$ cat config.mk
export PLATFORM = sky130hd
export DESIGN_NAME = parity_acc_ctrl
export DESIGN_NICKNAME = d
export VERILOG_FILES = /design/src/rtl/parity_acc_ctrl.sv
export SDC_FILE = /design/constraint.sdc
export NUM_CORES = 1
export LEC_CHECK = 0
export CAP_MARGIN = 20
export CORE_MARGIN = 1.5
export CORE_UTILIZATION = 44
export DETAILED_ROUTE_END_ITERATION = 12
export PLACE_DENSITY = 0.78
export SYNTH_ARGS = -nofsm -noshare
export SYNTH_HDL_FRONTEND = slang
export SYNTH_SLANG_ARGS = --single-unit
$ cat constraint.sdc
create_clock -name clk -period 2 [get_ports clk]
set_input_delay 0.2 -clock clk [delete_from_list [all_inputs] [get_ports clk]]
set_output_delay 0.2 -clock clk [all_outputs]
set_load 0.03 [all_outputs]
$ cat src/rtl/parity_acc_ctrl.sv
// Parity accumulator bank controller for the parallel RCE encoder.
// Accumulates NB LM-bit slices using XOR (GF(2)) per codeword, then offers
// the parity word over a valid/ready handshake.
// Optional feature macro: PACC_ABORT_EN adds an abort input that returns the
// controller to IDLE from ACC or DONE.
module parity_acc_ctrl #(
  parameter int LM    = 16,
  parameter int NB    = 8,
  parameter int CNT_W = 4
) (
  input  logic             clk,
  input  logic             rst,
  input  logic             start,
  input  logic [LM-1:0]    w_in,
  input  logic             w_valid,
  output logic             w_ready,
  output logic             busy,
  output logic [CNT_W-1:0] col_idx,
  output logic [LM-1:0]    p_out,
  output logic             p_valid,
  input  logic             p_ready
`ifdef PACC_ABORT_EN
  ,
  input  logic             abort
`endif
);

  typedef enum logic [1:0] {
    S_IDLE = 2'd0,
    S_ACC  = 2'd1,
    S_DONE = 2'd2
  } state_t;

  localparam logic [CNT_W-1:0] LAST_COL = CNT_W'(NB - 1);

  state_t           state_q, state_d;
  logic [LM-1:0]    acc_q, acc_d;
  logic [CNT_W-1:0] col_q, col_d;
  logic             abort_w;

`ifdef PACC_ABORT_EN
  assign abort_w = abort;
`else
  assign abort_w = 1'b0;
`endif

  // GF(2) addition: bitwise XOR, no carries between bit positions.
  function automatic logic [LM-1:0] gf2_add(input logic [LM-1:0] a,
                                            input logic [LM-1:0] b);
    return a ^ b;
  endfunction

  // State, accumulator and column counter registers; reset discards any partial word.
  always_ff @(posedge clk or negedge rst) begin
    if (!rst) begin
      state_q <= S_IDLE;
      acc_q   <= '0;
      col_q   <= '0;
    end else begin
      state_q <= state_d;
      acc_q   <= acc_d;
      col_q   <= col_d;
    end
  end

  // Next-state and accumulator/counter update; abort outranks beats, handshakes and start.
  always_comb begin
    state_d = state_q;
    acc_d   = acc_q;
    col_d   = col_q;
    if (abort_w && (state_q != S_IDLE)) begin
      state_d = S_IDLE;
      acc_d   = '0;
      col_d   = '0;
    end else begin
      case (state_q)
        S_IDLE: begin
          if (start) begin
            state_d = S_ACC;
            acc_d   = '0;
            col_d   = '0;
          end
        end
        S_ACC: begin
          // Bubbles (w_valid low) hold everything; start is ignored here.
          if (w_valid) begin
            acc_d = gf2_add(acc_q, w_in);
            if (col_q == LAST_COL) begin
              state_d = S_DONE;
              col_d   = '0;
            end else begin
              col_d = col_q + CNT_W'(1);
            end
          end
        end
        S_DONE: begin
          // acc is retained on return to IDLE so p_out keeps its last value.
          if (p_ready) begin
            if (start) begin
              state_d = S_ACC;
              acc_d   = '0;
            end else begin
              state_d = S_IDLE;
            end
          end
        end
        default: begin
          state_d = S_IDLE;
          acc_d   = '0;
          col_d   = '0;
        end
      endcase
    end
  end

  // Outputs decode from registers only, with no input-to-output paths.
  always_comb begin
    w_ready = (state_q == S_ACC);
    busy    = (state_q == S_ACC) || (state_q == S_DONE);
    p_valid = (state_q == S_DONE);
    col_idx = col_q;
    p_out   = acc_q;
  end

endmodule

==> metrics.md <==
| Metric | Value |
|---|---|
| Status | `completed` |
| Net count after synthesis | `165` |
| Count of input and output buffers | `43` |
| # DRC | `0` |
| Final weighted congestion in routability-driven placement | `0.7550` |
| Library cell with the highest instance count after synthesis | `sky130_fd_sc_hd__nand2_1` |
| Psw | `1155 uW` |
| YS warnings | `0` |
| Worst relative slew slack | `71.55%` |
| Class of the tightest hold or removal check | `in -> async` |
| Fraction of power consumed by the clock network | `13.6%` |
| # diodes | `0` |
| Clock Latency Late Sink | `310 ps` |
| Shortest period the worst path allows | `1822 ps` |
| Cell type with the largest total area after synthesis | `sky130_fd_sc_hd__dfrtp_1` |
| Portion of synthesized cell area occupied by the leading cell type | `43.96%` |
| Number of routed nets with antenna violations | `0` |
| Post-Syn Area | `1252 um^2` |
| Critical path type | `reg -> reg` |
| Initial core utilization | `45.81%` |
| Net count of the finished layout | `210` |
| Total number of clock tree sinks | `22` |
| Fraction of synthesis flops using an asynchronous set or reset pin | `100.0%` |
| Routed wire length per instance | `14.10 um` |
| Number of buffers created by CTS | `3` |
| Bufs and invs on worst path | `1` |
| Final TNS setup | `0 ps` |
| Most area-consuming cells after synthesis | `sky130_fd_sc_hd__dfrtp_1 44%, sky130_fd_sc_hd__o31ai_1 7.8%, sky130_fd_sc_hd__nand2_1 7.5%` |
| Clock-pin slew of the registers on the worst-case setup and hold paths | `130 ps` |
| Count of distinct cell types in the synthesized netlist | `30` |
| Ordered cell list for the critical path | `inv_1 > ha_1 > nand2b_1 > o21ai_4 > or4b_1 > nand3_1` |
| Post-Route Skew | `4.046 ps` |
| Internal Dissipation | `1408 uW` |
| Length of the first detailed-routing pass in iterations | `4` |
| Share of final-layout standard cells stronger than drive strength 1 | `8.840%` |
| Worst reg2reg startpoint | `state_q[0]` |
| Proportion of power drawn by flip-flops and latches | `29.1%` |
| Relative contribution of combinational cells to total power | `57.4%` |
| TritonCTS clock tree | `built` |
| Fraction of power spent switching nets | `45.06%` |
| Wire length of the first global-routing pass | `5195 um` |
| Overall overflow remaining after global route | `0` |
| Die X | `56.35 um` |
| Initial antenna violation count | `0` |
| Worst-path cell with the longest stage delay | `sky130_fd_sc_hd__or4b_1` |
| Kind of launch point of the worst setup path | `flip-flop` |
| PwrDens | `1445 nW/um^2` |
| Maximum clock frequency | `548.7 MHz` |
| Maximum net fanout on the critical path | `20` |
| Post-synthesis register bit count | `22` |
| Floorplan core area | `2734 um^2` |
| Critical path capture point type | `flip-flop` |
| Cell family with most CP delay | `simple AND/OR/NAND/NOR gates` |
| Total number of placement rows | `19` |
| Register-to-register path setup slack | `180 ps` |
| CTS H-tree lvls | `1` |
| Sequential cell area fraction in the yosys report | `43.96%` |
| Number of synthesized flops with an enable pin | `0` |
| Buffers inserted during post-CTS setup optimization | `0` |
| Final setup violation count | `0` |
| Filler cells | `228` |
| Average footprint of a synthesized cell | `9.142 um^2` |
| Root buffer selected by CTS | `sky130_fd_sc_hd__clkbuf_4` |
| Max capacitance violation total | `0` |
| Die Footprint | `3175 um^2` |
| Leakage | `0.0007764 uW` |
| Transition time at the pin with the least slew margin | `425.2 ps` |
| Share of the cycle needed by the critical path after routing | `91.12%` |
| IR drop worst, VDD | `1.086 mV` |
| Starting DRC count in detailed routing | `25` |
| Vias post-DR | `1164` |
| Total routed wirelength | `2990 um` |
| List of most frequent post-synthesis cells | `25 x sky130_fd_sc_hd__nand2_1, 22 x sky130_fd_sc_hd__dfrtp_1, 14 x sky130_fd_sc_hd__o21ai_0` |
| Half-perimeter wire length after placement | `2188 um` |
| Area growth syn-to-layout | `41.66%` |
| Top flip-flop cell by instance count after synthesis | `sky130_fd_sc_hd__dfrtp_1` |
| Vias in the first global route | `1161` |
| I/O pin count | `44` |
| Slowest cell delay on critical path | `520 ps` |
| Overall die height | `56.35 um` |
| Required time reported for the critical path endpoint | `2260 ps` |
| Worst reg2reg path depth | `6` |
| Hold buffer count at CTS | `0` |
| Unrepaired setup endpoints after global routing | `false` |
| Maximum buffer depth of the clock tree | `2` |
| Reg2Reg Capture Point | `p_out[15]` |
| Via density | `5.491` |
| Data arrival time of the critical path | `2080 ps` |
| Final hold violation count | `0` |
| Power consumption | `2563 uW` |
| Number of slew-limit violations in the final report | `0` |
| Fraction of the core area covered by cells at the end of the flow | `64.90%` |
| Synth Instances | `137` |
| Combined global-route utilization of all metal layers | `20.13%` |
| Maximum number of pins on one net before global-route repair | `23` |
[worst max path at each step]
stage / endpoint / depth (start not counted) / slack (ps) / startpoint
final: p_out[15] / 6 / 180 / state_q[0]
after global placement: p_out[14] / 6 / 240 / state_q[0]
after CTS: p_out[15] / 6 / 110 / state_q[0]
after global routing: p_out[12] / 6 / 20 / state_q[0]
after detailed placement: p_out[12] / 6 / 140 / state_q[0]
after floorplan: p_out[12] / 7 / 180 / state_q[0]
[cell type report]
class	instances	area, um^2	area share [%]
timing repair buffer	48	462.9	26.09
clock buffer	3	22.52	1.269
tap	31	38.79	2.186
sequential	22	550.5	31.03
clock inverter	1	30.03	1.693
multi-input combinational	102	650.6	36.67
inverter	5	18.77	1.058
[per-layer routing]
layer | up-vias | share of wire (%) | GRT usage (%)
met5 | - | 0 | 0
met4 | 0 | 0.33 | 5.102
met3 | 2 | 5.0 | 3.226
met2 | 33 | 50 | 35.29
met1 | 563 | 45 | 25.81
li1 | 566 | - | -
[cells in the final DEF (no fill, tap or decap)]
cell type | netlist | final
sky130_fd_sc_hd__a21oi_1 | 2 | 2
sky130_fd_sc_hd__buf_4 | 0 | 6
sky130_fd_sc_hd__nand3_1 | 9 | 9
sky130_fd_sc_hd__and2_0 | 6 | 6
sky130_fd_sc_hd__inv_2 | 1 | 1
sky130_fd_sc_hd__o21a_1 | 1 | 1
sky130_fd_sc_hd__nand2_1 | 25 | 24
sky130_fd_sc_hd__or4b_1 | 4 | 4
sky130_fd_sc_hd__nand2_2 | 0 | 1
sky130_fd_sc_hd__ha_1 | 7 | 7
sky130_fd_sc_hd__nor2_1 | 1 | 1
sky130_fd_sc_hd__nand2b_1 | 1 | 1
sky130_fd_sc_hd__inv_1 | 4 | 4
sky130_fd_sc_hd__o31ai_1 | 13 | 13
sky130_fd_sc_hd__clkdlybuf4s50_1 | 0 | 40
sky130_fd_sc_hd__dfrtp_1 | 22 | 22
sky130_fd_sc_hd__dlygate4sd2_1 | 0 | 2
sky130_fd_sc_hd__o21ai_4 | 0 | 1
sky130_fd_sc_hd__clkbuf_4 | 0 | 3
sky130_fd_sc_hd__and2_1 | 6 | 6
sky130_fd_sc_hd__a21o_1 | 1 | 1
sky130_fd_sc_hd__a22oi_1 | 1 | 1
sky130_fd_sc_hd__a221o_1 | 1 | 1
sky130_fd_sc_hd__and3_1 | 1 | 1
sky130_fd_sc_hd__o21ai_0 | 14 | 14
sky130_fd_sc_hd__bufinv_16 | 0 | 1
sky130_fd_sc_hd__nor2_4 | 1 | 1
sky130_fd_sc_hd__o21ai_1 | 1 | 1
sky130_fd_sc_hd__nor3_1 | 1 | 1
sky130_fd_sc_hd__nor2b_1 | 1 | 1
sky130_fd_sc_hd__o22ai_1 | 1 | 1
sky130_fd_sc_hd__nand3b_1 | 1 | 1
sky130_fd_sc_hd__mux2_2 | 2 | 2
[through the flow]
step,hold WS (ps),setup slack (ps),instance area [um^2],cells
2_1_floorplan,-95.59,183.1,1252,137
3_3_place_gp,461.7,240.1,1714,208
3_5_place_dp,465.0,138.9,1714,208
4_1_cts,235.2,113.0,1764,212
5_1_grt,247.8,16.88,1774,212
6_report,226.5,177.6,1774,212
[power by group through the flow]
stage	Clock, uW	Combinational [uW]	Sequential (uW)
3_3_place_gp	0	1440	740
6_report	348	1470	745
2_1_floorplan	0	707	1000
4_1_cts	356	1470	744
3_5_place_dp	0	1480	753
5_1_grt	371	1600	770
[sequential cells by signal, summed over array words and instances (netlist names)]
signal   cells
col_idx      4
p_out       16
state_q      2
[cell families (layout without fill, tap and decap cells)]
kind of cell    Yosys count  count (layout)  synth area share [%]
simple gates             57              57                 23.98
compound gates           36              36                 18.38
flops                    22              22                 43.96
buf+inv                  13              57                 4.894
fa+ha+maj                 7               7                 6.993
mux                       2               2                 1.798
[what timing repair did]
item | 4_1_cts | 5_1_grt
endpoints found under the hold margin | 0 | 0
gates resized for setup | 2 | 2
setup endpoints to repair | 2 | 13
Power figures use the tool's default switching activity.
==> variant 1 (same flow settings) <==
Re-encode `state_t` (3 states) as one-hot, 3 bits wide.
--- a/src/rtl/parity_acc_ctrl.sv
+++ b/src/rtl/parity_acc_ctrl.sv
@@ -27,6 +27,6 @@
 
-  typedef enum logic [1:0] {
-    S_IDLE = 2'd0,
-    S_ACC  = 2'd1,
-    S_DONE = 2'd2
+  typedef enum logic [2:0] {
+    S_IDLE = 3'b001,
+    S_ACC  = 3'b010,
+    S_DONE = 3'b100
   } state_t;
Check against the original RTL: no difference found for any inputs over 10 cycles, from zero or initial values and one cycle with rst low; not proved beyond that.
==> variant 1 against the original RTL <==
Total power fell by 35%. Register-to-register slack improved by 0.15 ns. Worst setup slack got worse by 0.10 ns. Sequential cell count is 1 higher. Wire length up 12%. Design area up 8.3%. Final cell count up 7.5%. Highest routed layer unchanged. Area after synthesis rose by 13%. Clock skew grew 0.0027 ns.
==> variant 1: results (changes against the original RTL) <==
placed_design:
  place_area_mm2: 0.00189  # was 0.00171 mm2
  place_ws_ns: 0.266  # was 0.139 ns
  dp.final_hpwl_mm: 2.51  # was 2.19 mm
  gp_congestion: 0.915  # was 0.755
power:
  ir_worst_vdd_mv: 0.565  # was 1.09 mV
  p_leak_nw: 0.775  # was 0.776 nW
  intPower_mw: 0.982  # was 1.41 mW
synth:
  synth_common_cells: "dfrtp_1 (22), inv_1 (21), nand3b_1 (19), nand3_1 (18), o211ai_2 (10)"  # was nand2_1 (25), dfrtp_1 (22), o21ai_0 (14), o31ai_1 (13), nand3_1 (9)
  avgSynthCellArea_um2: 10.2  # was 9.14 um2
  synth_top_area_frac: 0.390  # was 0.440
  ys_types: 36  # was 30
  ys_top_cells_by_area: "dfrtp_1 (39%), nand3b_1 (10%), o211ai_2 (8.9%)"  # was dfrtp_1 (44%), o31ai_1 (7.8%), nand2_1 (7.5%)
  yosysSeqAreaShare: 0.409  # was 0.440
  synthesis.nets: 160  # was 165
critical_path:
  path_max_fanout: 17  # was 20
  max_stage_delay_ns: 0.42  # was 0.52 ns
  worst_path_max_delay_cell: "dfrtp_1"  # was or4b_1
  crit_type: "reg -> out"  # was reg -> reg
  cp_top_family: "buffers and inverters"  # was simple AND/OR/NAND/NOR gates
  cp.arrival_ns: 1.72  # was 2.08 ns
global_routing:
  gr-usage-all-layers: 0.202  # was 0.201
  grt_max_degree: 19  # was 23
  grt_pass1_wl_mm: 5.41  # was 5.20 mm
detailed_routing:
  vias: 1214  # was 1164
  drtIter0Drc: 28  # was 25
  wl_mm: 3.33  # was 2.99 mm
  drt-wirelength-per-cell_um: 14.6  # was 14.1 um
layout:
  nets: 207  # was 210
  layout-drive-gt1-share: 0.185  # was 0.0884
clock_tree:
  insertion_delay_ns: 0.32
timing:
  slew_headroom: 0.679  # was 0.715
  skew_ns: 0.00678  # was 0.00405 ns
status:
  status: "completed"  # unchanged
min_path:
  worst_hold_path_type: "in -> async"  # unchanged
variant 1: cell type report:
cell class,count,area (um2)
inverter,22,82.6
fill,265,1130
multi-input combinational,85,703
clock buffer,3,22.5
timing repair buffer,50,477
tap,44,55.1
clock inverter,1,5.00
sequential,23,577
variant 1: path summary, 6_finish.rpt:
path | start | end | slack, ns | cells past startpoint
max | state_q[2]$_DFFE_PN0P_ | w_ready | 0.08 | 4
min | rst | p_out[5]$_DFFE_PN0P_ | 0.19 | 1
min reg2reg | col_idx[1]$_DFFE_PN0P_ | col_idx[1]$_DFFE_PN0P_ | 0.57 | 2
max in group asynchronous | rst | col_idx[2]$_DFFE_PN0P_ | 1.24 | 2
max reg2reg | state_q[0]$_DFFE_PN1P_ | p_out[4]$_DFFE_PN0P_ | 0.33 | 4
min in group clk | w_in[1] | p_out[1]$_DFFE_PN0P_ | 0.48 | 3
variant 1: cells by family (layout without fill, tap and decap cells):
kind of cell | count (synthesis) | in the layout | share of synthesized area
multiplexers | 1 | 1 | 0.00709
AND/OR/NAND/NOR | 56 | 56 | 0.285
flip-flops | 23 | 23 | 0.409
AO/OA/AOI/OAI | 27 | 27 | 0.192
buffers and inverters | 30 | 76 | 0.0975
adder cells (fa/ha/maj) | 1 | 1 | 0.00886
variant 1: per-layer routing:
layer  vias to the layer above  track usage  wire length (um)
met2                        38        0.328              1580
met1                       578        0.260              1530
met5                         -            0                 0
li1                        592            -                 -
met4                         0        0.102                59
met3                         6       0.0328               158
variant 1: power by group through the flow:
stage	Sequential [mW]	Combinational, mW	Clock, mW
after floorplan	0.699	0.469	0
after global routing	0.656	0.871	0.251
final	0.642	0.812	0.221
after global placement	0.639	0.787	0
after detailed placement	0.647	0.809	0
after CTS	0.642	0.819	0.229
==> variant 2 (same settings) <==
Without the edit above. `LM`: 16 -> 32.
--- a/src/rtl/parity_acc_ctrl.sv
+++ b/src/rtl/parity_acc_ctrl.sv
@@ -6,3 +6,3 @@
 module parity_acc_ctrl #(
-  parameter int LM    = 16,
+  parameter int LM    = 32,
   parameter int NB    = 8,
Interface: changed (resized p_out and w_in); port bits go from 44 to 76. No check against the original RTL was run, so the function may have changed too.
==> variant 2 against the original RTL <==
Worst setup slack improved by 0.019 ns. Total power increased by 70%. Design area increased by 74%. Sequential cell count increased by 16. Die area increased by 68%. Wire length increased by 82%. Area after synthesis increased by 73%. Largest power group unchanged. First-iteration DRC count increased to 6.8 times the old value.
==> variant 2: results (changes against the original RTL) <==
status:
  status: "completed"  # unchanged
clock_tree:
  htree_num_levels: 2  # was 1
  insertion_delay_ns: 0.30
  clkTransAtPathRegs_ns: 0.08  # was 0.13 ns
  cts_root_buf: "clkbuf_8"  # was clkbuf_4
  cts_made_buffers: 5  # was 3
  postCtsSetupBuffers: 0  # unchanged
  cts_max_path_buffers: 2  # unchanged
detailed_routing:
  drtIter0Drc: 170  # was 25
  drt-wirelength-per-cell_um: 14.8  # was 14.1 um
  vias: 1935  # was 1164
  drt_pass1_iterations: 4  # unchanged
synth:
  synth_mux_area_frac: 0.0104  # was 0.0180
  synth_fa_ha_area_frac: 0.0405  # was 0.0699
  synth_compound_area_frac: 0.245  # was 0.184
  synth_common_cells: "nand2_1 (40), dfrtp_1 (38), o21ai_0 (30), and2_1 (28), o31ai_2 (20)"  # was nand2_1 (25), dfrtp_1 (22), o21ai_0 (14), o31ai_1 (13), nand3_1 (9)
  async_flop_share: 1.00  # unchanged
  yosysSeqAreaShare: 0.440  # unchanged
  ys_types: 30  # unchanged
  ys_warn_count: 0  # unchanged
  ys_top_cells_by_area: "dfrtp_1 (44%), o31ai_2 (12%), and2_1 (8.1%)"  # was dfrtp_1 (44%), o31ai_1 (7.8%), nand2_1 (7.5%)
  synthesis.nets: 266  # was 165
  synth_top_flop_cell: "dfrtp_1"  # unchanged
  synth-xor-area-share: 0  # unchanged
global_routing:
  grt_antenna_before_repair: 0  # unchanged
  grt_pass1_wl_mm: 8.69  # was 5.20 mm
  gr-usage-all-layers: 0.210  # was 0.201
  grt_max_degree: 39  # was 23
min_path:
  holdPathStages: 3
  hold_start: "w_in[18]"
  hold_end: "p_out[18]$_DFFE_PN0P_"
  worst_hold_path_type: "in -> reg"  # was in -> async
critical_path:
  max_stage_delay_ns: 0.44  # was 0.52 ns
  r2r_cells: 7  # was 6
  cp.arrival_ns: 2.00  # was 2.08 ns
  cp_top_family: "compound AO/OA/AOI/OAI gates"  # was simple AND/OR/NAND/NOR gates
  reg2reg_slack_ns: 0.20  # was 0.18 ns
  reg2reg_to: "p_out[25]$_DFFE_PN0P_"  # was p_out[15]$_DFFE_PN0P_
  worst_path_max_delay_cell: "dfrtp_1"  # was or4b_1
  r2r_start: "state_q[0]$_DFFE_PN0P_"  # unchanged
  path_max_fanout: 21  # was 20
placed_design:
  gp_congestion: 0.785  # was 0.755
  place_ws_ns: 0.144  # was 0.139 ns
  dp.final_hpwl_mm: 3.66  # was 2.19 mm
  placement.io_buffers: 75  # was 43
layout:
  largest_register_ffs: 32  # was 16
  fillers: 392  # was 228
  nets: 343  # was 210
  diodes: 0  # unchanged
  layout-drive-gt1-share: 0.133  # was 0.0884
power:
  p_leak_nw: 1.35  # was 0.776 nW
  ir_worst_vdd_mv: 0.915  # was 1.09 mV
flow_run:
  cap_violations: 0  # unchanged
timing:
  skew_ns: 0.00254  # was 0.00405 ns
  slew_headroom: 0.666  # was 0.715
==> variant 2: cell types whose count changed in the layout (fill, tap and decap cells not counted), moves of 3 or more <==
cell	delta
o21ai_0	+16
clkbuf_4	-3
clkbuf_8	+6
and2_0	-6
clkdlybuf4s50_1	+31
dfrtp_1	+16
o31ai_1	-4
and2_1	+22
nand2_1	+16
o31ai_2	+20
==> variant 2: stage by stage <==
stage	hold slack [ns]	area, um2	instances	util
finish	0.463	3090	367	0.654
global route	0.483	3090	367	0.654
detailed placement	0.288	2970	357	0.628
global placement	0.285	2970	357	0.628
floorplan	-0.0956	2160	222	-
CTS	0.466	3070	366	0.650
==> variant 2: cell type report <==
class,instances,area [um2],area share
timing repair buffer,83,823,0.267
tap,67,83.8,0.0271
clock inverter,1,5.00,0.00162
inverter,5,18.8,0.00608
multi-input combinational,166,1120,0.363
clock buffer,7,86.3,0.0280
sequential,38,951,0.308
==> variant 2: power by group <==
part | switching [mW] | total [mW] | internal [mW]
Sequential | 0.269 | 1.30 | 1.03
Clock | 0.283 | 0.561 | 0.278
Combinational | 1.43 | 2.49 | 1.05
Total | 1.99 | 4.35 | 2.37
==> variant 2: layer usage <==
layer,global-route usage,vias to the layer above,share of wire
li1,-,932,-
met1,0.280,934,0.47
met2,0.319,61,0.45
met3,0.0649,8,0.063
met4,0.0776,0,0.014
met5,0,-,0
==> variant 2: logic make-up after synthesis <==
logic type,count (synthesis)
flip-flops,38
multiplexers,2
AND/OR/NAND/NOR,89
AO/OA/AOI/OAI,67
buffers and inverters,19
adder cells (fa/ha/maj),7
==> variant 2: how the worst max path moves through the flow <==
stage	endpoint	slack [ns]	from	depth (start not counted)
CTS	busy	0.03	state_q[0]$_DFFE_PN0P_	3
global placement	p_out[15]$_DFFE_PN0P_	0.22	state_q[0]$_DFFE_PN0P_	6
detailed placement	p_out[15]$_DFFE_PN0P_	0.14	state_q[0]$_DFFE_PN0P_	6
floorplan	p_out[1]$_DFFE_PN0P_	0.20	state_q[0]$_DFFE_PN0P_	8
global route	p_out[3]$_DFFE_PN0P_	0.05	state_q[0]$_DFFE_PN0P_	7
finish	p_out[25]$_DFFE_PN0P_	0.20	state_q[0]$_DFFE_PN0P_	7
==> variant 2: what timing repair did <==
action	4_1_cts	5_1_grt
endpoints found under the setup margin	0	7
gates resized for setup	0	3
hold endpoints to repair	38	0
hold buffers	1	0
==> variant 2: worst min-delay path, cell delays in order <==
cell and delay [ns]:
clkdlybuf4s50_1 0.39, nand2_1 0.07, o31ai_1 0.06
